`src/rtl/dtcm_lsu_pkg.sv`:
```
// Shared types for the DTCM load/store unit: access size encoding, controller
// states and the alignment rule.
package dtcm_lsu_pkg;

  typedef enum logic [1:0] {
    SZ_B   = 2'b00,
    SZ_H   = 2'b01,
    SZ_W   = 2'b10,
    SZ_RSV = 2'b11
  } size_e;

  typedef enum logic [1:0] {
    IDLE,
    LD_WAIT,
    ST_MERGE,
    RESP
  } state_e;

  // A request is rejected when its size is reserved or its address is not
  // naturally aligned to that size.
  function automatic logic access_err(input size_e size, input logic [1:0] off);
    case (size)
      SZ_B:    return 1'b0;
      SZ_H:    return off[0];
      SZ_W:    return off != 2'b00;
      default: return 1'b1;
    endcase
  endfunction

endpackage

```
`src/rtl/dtcm_byte_lane.sv`:
```
// Little-endian lane logic: extracts and extends a load lane from a TCM word,
// and merges sub-word store data into a TCM word.
module dtcm_byte_lane
  import dtcm_lsu_pkg::*;
#(
  parameter int DATA_WIDTH = 32
) (
  input  size_e                 size,
  input  logic                  sign_ext,
  input  logic [1:0]            off,
  input  logic [DATA_WIDTH-1:0] rdata,
  input  logic [DATA_WIDTH-1:0] wdata,
  output logic [DATA_WIDTH-1:0] load_data,
  output logic [DATA_WIDTH-1:0] merge_data
);

  logic [7:0]  byte_lane;
  logic [15:0] half_lane;

  assign byte_lane = rdata[{off, 3'b000} +: 8];
  assign half_lane = rdata[{off[1], 4'b0000} +: 16];

  // NOTE: every output of a combinational block gets a default first, so no
  // path through the case can leave it unassigned and infer a latch.
  always_comb begin
    load_data = rdata;
    case (size)
      SZ_B: load_data = {{(DATA_WIDTH-8){sign_ext & byte_lane[7]}}, byte_lane};
      SZ_H: load_data = {{(DATA_WIDTH-16){sign_ext & half_lane[15]}}, half_lane};
      default: load_data = rdata;
    endcase
  end

  always_comb begin
    merge_data = rdata;
    case (size)
      SZ_B: merge_data[{off, 3'b000} +: 8] = wdata[7:0];
      SZ_H: merge_data[{off[1], 4'b0000} +: 16] = wdata[15:0];
      default: merge_data = wdata;
    endcase
  end

endmodule

```
`src/rtl/dtcm_lsu_ctrl.sv`:
```
// Load/store controller for a 1-cycle-latency data TCM: one access in flight,
// read-modify-write for sub-word stores, single-cycle response pulse.
module dtcm_lsu_ctrl
  import dtcm_lsu_pkg::*;
#(
  parameter int DATA_WIDTH = 32,
  parameter int ADDR_WIDTH = 10
) (
  input  logic                  clk,
  input  logic                  rst_n,
  input  logic                  req_valid,
  output logic                  req_ready,
  input  logic                  req_we,
  input  logic [1:0]            req_size,
  input  logic                  req_signed,
  input  logic [ADDR_WIDTH+1:0] req_addr,
  input  logic [DATA_WIDTH-1:0] req_wdata,
  output logic                  rsp_valid,
  output logic [DATA_WIDTH-1:0] rsp_rdata,
  output logic                  rsp_err,
  output logic                  tcm_we,
  output logic [ADDR_WIDTH-1:0] tcm_addr,
  output logic [DATA_WIDTH-1:0] tcm_wdata,
  input  logic [DATA_WIDTH-1:0] tcm_rdata
);

  state_e                state_q, state_d;
  logic [ADDR_WIDTH-1:0] addr_q;
  logic [1:0]            off_q;
  size_e                 size_q;
  logic                  signed_q;
  logic [DATA_WIDTH-1:0] wdata_q;
  logic [DATA_WIDTH-1:0] rdata_q;
  logic                  err_q;

  size_e                 req_sz;
  logic                  accept;
  logic                  req_err;
  logic [DATA_WIDTH-1:0] load_data;
  logic [DATA_WIDTH-1:0] merge_data;

  assign req_sz  = size_e'(req_size);
  assign accept  = req_valid && req_ready;
  assign req_err = access_err(req_sz, req_addr[1:0]);

  // Lane logic always works from the captured request; both LD_WAIT and
  // ST_MERGE consume the TCM word read in the accept cycle.
  dtcm_byte_lane #(.DATA_WIDTH(DATA_WIDTH)) u_lane (
    .size       (size_q),
    .sign_ext   (signed_q),
    .off        (off_q),
    .rdata      (tcm_rdata),
    .wdata      (wdata_q),
    .load_data  (load_data),
    .merge_data (merge_data)
  );

  // Ready and the merge write are qualified by rst_n so nothing is accepted or
  // written while reset is held, even though IDLE is entered asynchronously.
  always_comb begin
    state_d   = state_q;
    req_ready = 1'b0;
    rsp_valid = 1'b0;
    tcm_we    = 1'b0;
    tcm_addr  = addr_q;
    tcm_wdata = '0;
    case (state_q)
      IDLE: begin
        req_ready = rst_n;
        tcm_addr  = req_addr[ADDR_WIDTH+1:2];
        if (accept) begin
          if (req_err) begin
            state_d = RESP;
          end else if (!req_we) begin
            state_d = LD_WAIT;
          end else if (req_sz == SZ_W) begin
            tcm_we    = 1'b1;
            tcm_wdata = req_wdata;
            state_d   = RESP;
          end else begin
            state_d = ST_MERGE;
          end
        end
      end
      LD_WAIT: state_d = RESP;
      ST_MERGE: begin
        tcm_we    = rst_n;
        tcm_wdata = merge_data;
        state_d   = RESP;
      end
      default: begin
        rsp_valid = 1'b1;
        state_d   = IDLE;
      end
    endcase
  end

  // NOTE: state registers use non-blocking assignments so every flop samples
  // pre-edge values regardless of block ordering.
  always_ff @(posedge clk or negedge rst_n) begin
    if (!rst_n) begin
      state_q  <= IDLE;
      addr_q   <= '0;
      off_q    <= '0;
      size_q   <= SZ_B;
      signed_q <= 1'b0;
      wdata_q  <= '0;
      rdata_q  <= '0;
      err_q    <= 1'b0;
    end else begin
      state_q <= state_d;
      if (accept) begin
        addr_q   <= req_addr[ADDR_WIDTH+1:2];
        off_q    <= req_addr[1:0];
        size_q   <= req_sz;
        signed_q <= req_signed;
        wdata_q  <= req_wdata;
        rdata_q  <= '0;
        err_q    <= req_err;
      end else if (state_q == LD_WAIT) begin
        rdata_q <= load_data;
      end
    end
  end

  assign rsp_rdata = rdata_q;
  assign rsp_err   = err_q;

endmodule

```
`config.mk`:
```
export PLATFORM = sky130hd
export DESIGN_NAME = dtcm_lsu_ctrl
export DESIGN_NICKNAME = d
export VERILOG_FILES = /design/src/rtl/dtcm_lsu_pkg.sv /design/src/rtl/dtcm_byte_lane.sv /design/src/rtl/dtcm_lsu_ctrl.sv
export SDC_FILE = /design/constraint.sdc
export NUM_CORES = 1
export LEC_CHECK = 0
export CAP_MARGIN = 10
export CORE_ASPECT_RATIO = 0.7
export CORE_MARGIN = 8
export CORE_UTILIZATION = 47
export DETAILED_ROUTE_END_ITERATION = 6
export PLACE_DENSITY = 0.81
export SYNTH_ARGS = -nofsm -noshare
export SYNTH_HDL_FRONTEND = slang
export SYNTH_SLANG_ARGS = --single-unit
```
`constraint.sdc`:
```
create_clock -name clk -period 2.83 [get_ports clk]
set_input_delay 0.283 -clock clk [delete_from_list [all_inputs] [get_ports clk]]
set_output_delay 0.283 -clock clk [all_outputs]
set_load 0.05 [all_outputs]
```
==> results of run 1 <==
worst register-to-register path, cell delays in order, from the launching register on:
cell	delay (ns)
dfrtp_1	0.41
inv_1	0.10
ha_1	0.15
buf_4	0.22
and3_2	0.28
buf_4	0.24
nor2_1	0.06
buf_4	0.23
a22oi_1	0.27
nand2_1	0.08
registers in the layout (all words and copies together), names as in the netlist:
| signal | count |
|---|---|
| rsp_rdata | 32 |
| wdata_q | 32 |
| addr_q | 10 |
| off_q | 2 |
| size_q | 2 |
| state_q | 2 |
| rsp_err | 1 |
| signed_q | 1 |
repair_timing:
| action | 4_1_cts | 5_1_grt |
|---|---|---|
| pin swaps | 1 | 1 |
| cloned | 0 | 0 |
| hold buffers | 1 | 0 |
| endpoints found under the setup margin | 13 | 24 |
| setup buffers | 1 | 1 |
| endpoints found under the hold margin | 7 | 0 |
| gates resized for setup | 2 | 5 |
placed cells by master (no fill, tap or decap), types with 2 or more instances in the layout:
cell type / n
a211oi_1: 6
o31ai_1: 8
clkbuf_16: 9
nand3_1: 13
buf_12: 37
a21oi_1: 12
nor3b_4: 2
mux2i_1: 9
inv_1: 7
nor2_1: 21
clkdlybuf4s50_1: 126
ha_1: 9
dfrtp_1: 80
o22ai_2: 2
nor2_2: 2
clkinvlp_4: 2
mux2_2: 12
nor3_1: 2
and2_1: 9
a22oi_1: 16
o21ai_0: 38
nand2b_1: 16
a21boi_0: 17
clkbuf_8: 3
dfrtp_2: 2
a221oi_1: 16
o2bb2ai_2: 6
a221o_1: 23
and3_1: 2
nand4_1: 8
mux4_2: 2
buf_4: 18
o221ai_1: 15
nand2_1: 169
how the worst max path moves through the flow:
| stage | end | slack [ns] | cells after the start |
|---|---|---|---|
| floorplan | tcm_wdata[1] | -0.01 | 7 |
| global placement | tcm_wdata[22] | 0.24 | 6 |
| detailed placement | tcm_wdata[18] | 0.09 | 6 |
| CTS | tcm_wdata[18] | 0.01 | 7 |
| global route | tcm_wdata[12] | 0.008 | 5 |
| finish | tcm_wdata[12] | 0.09 | 5 |
layout make-up:
class                           instances  area (sq um)
Clock buffer                           13           270
Clock inverter                          3          46.3
Fill cell                             764          2820
Inverter                                9          38.8
Multi-Input combinational cell        451          2810
Sequential cell                        82          2050
Tap cell                              132           165
Timing Repair Buffer                  182          2150
cell families after synthesis:
kind of cell | synth area share
AND/OR/NAND/NOR | 0.220
AO/OA/AOI/OAI | 0.249
flip-flops | 0.409
buffers and inverters | 0.0461
multiplexers | 0.0538
adder cells (fa/ha/maj) | 0.0224
metal layers:
layer,routed length (um),part of all wire,global-route usage
met4,401,0.020,0.0672
met5,0,0,0
met2,8810,0.44,0.434
met1,8220,0.41,0.367
met3,2540,0.13,0.0994
cell usage after synthesis, types with 2 or more instances:
library cell  number  area share
a211oi_1           6      0.0090
a21boi_0          17       0.025
a21oi_1           12       0.012
a221o_1           23       0.046
a221oi_1          16       0.028
a22oi_1           16       0.024
a41oi_1            2      0.0035
and2_1             9       0.011
and3_1             3      0.0037
buf_1              5      0.0037
buf_2              8      0.0080
buf_4              3      0.0045
clkbuf_1          31       0.023
clkinv_1           2      0.0015
dfrtp_1           82        0.41
ha_1               9       0.022
inv_1              7      0.0052
mux2_2            12       0.027
mux2i_1            9       0.018
mux4_2             2      0.0090
nand2_1          169        0.13
nand2b_1          16       0.020
nand3_1           14       0.014
nand4_1            8       0.010
nor2_1            22       0.016
nor3_1             2      0.0020
o21ai_0           38       0.038
o221ai_1          15       0.026
o22ai_1            3      0.0037
o2bb2ai_1          6       0.010
o31ai_1            8       0.012
power by group through the flow:
| stage | clock, mW | sequential, mW | combinational (mW) |
|---|---|---|---|
| 2_1_floorplan | 0 | 2.66 | 3.39 |
| 3_3_place_gp | 0 | 2.17 | 6.20 |
| 3_5_place_dp | 0 | 2.20 | 6.33 |
| 4_1_cts | 1.24 | 2.19 | 6.39 |
| 5_1_grt | 1.28 | 2.27 | 6.81 |
| 6_report | 1.23 | 2.22 | 6.42 |
metrics by stage:
step           cells  setup TNS, ns  setup WS (ns)  utilization
3_3_place_gp     853              0          0.237        0.690
3_5_place_dp     853              0         0.0909        0.690
6_report         872              0         0.0883        0.727
4_1_cts          871              0         0.0125        0.724
2_1_floorplan    589       -0.00992       -0.00992            -
5_1_grt          872              0        0.00846        0.727
==> out/metrics.csv, run 1 <==
metric,value,unit
max_stage_delay,0.56,ns
cp_top_family,simple AND/OR/NAND/NOR gates,
cp_max_fo,15,
netlist_instances,589,
pwr-share-comb,0.650,
clock_latency,0.34,ns
leakagePower,3.27,nW
drive_above_1_share,0.145,
slew_headroom,0.341,
timing.hold.ws,0.393,ns
internal_power,4.95,mW
critPathArrivalTime,2.46,ns
maxCapViolations,0,
rr_endpoint,rsp_rdata[27]$_DFFE_PN0P_,
drtAntennaViolNets,0,
min_path_type,in -> async,
rows,31,
ff2ff_path_depth,9,
finalWirelength,20.0,mm
finalCritPeriodShare,0.969,
ctsHtreeMaxLevel,3,
crit_start,size_q[0]$_DFFE_PN0P_,
drt-pass1-iter-count,6,
switching_share,0.499,
grt_pass1_wl,31.2,mm
maxSlewViolCount,0,
placed_cell_area,0.00714,sq mm
area_growth,50.1,%
wl_per_cell,22.9,um
die_area,0.0143,sq mm
drc,0,
power,9.88,mW
drtIter0Drc,619,
ir_drop,831,uV
tightestPinTransition,0.989,ns
cts_tree,yes,
synth_edf_count,0,
netlist_area,0.00502,sq mm
yosysSeqAreaShare,0.409,
clockRootBuffer,clkbuf_16,
insertedDiodeCount,0,
nets,827,
grt_max_degree,77,
fin_worst_skew,0.00853,ns
p_per_area,1310,mW/mm^2
crit_required,2.55,ns
die_x,140,um
syn_avg_cell_area,8.52,sq um
hpwl,15.1,mm
grt_overflow_total,0,
cp_cell_sequence,or3b_4 > nand3b_4 > nor2_2 > a221o_1 > buf_12,
gp_congestion,0.925,
power_switching,4.93,mW
regToRegSetupSlack,0.67,ns
synth_seq_cells,82,
critPathLaunchType,register,
outcome,completed,
pin_count,161,
power_frac_seq,0.225,
period_needed,2.74,ns
fmax,0.365,GHz
cts.sink_count,82,
grt_pass1_vias,5478,
die_h,102,um
hold_viol,0,
via_per_inst,6.29,
synth_ff_type,dfrtp_1,
clockBufferDepth,2,
path_clk_slew,0.06,ns
vias,5486,
port_buffers,160,
crit_type,reg -> out,
grt_util_all_layers,0.279,
setup_violations,0,
async_flop_share,1.00,
cp_slowest_cell,dfrtp_1,
fin_area,0.00753,sq mm
reg2reg_from,state_q[0]$_DFFE_PN0P_,
grt_setup_unrepaired,no,
yosys_warnings,0,
path_buf_inv,1,
cts_buffers,9,
syn_nets,681,
clkPwrFrac,0.125,
antenna_found_initial,0,
synthDistinctLibCells,45,
core_area,0.0104,sq mm
crit_path_end_kind,output pin,
initial_core_util,0.485,
(Power assumes the default switching activity.)
==> inputs of run 2 (changes only) <==
- CAP_MARGIN: 10 -> default
==> results of run 2 <==
The final DEF is identical to that of run 1; final timing and power are the same.
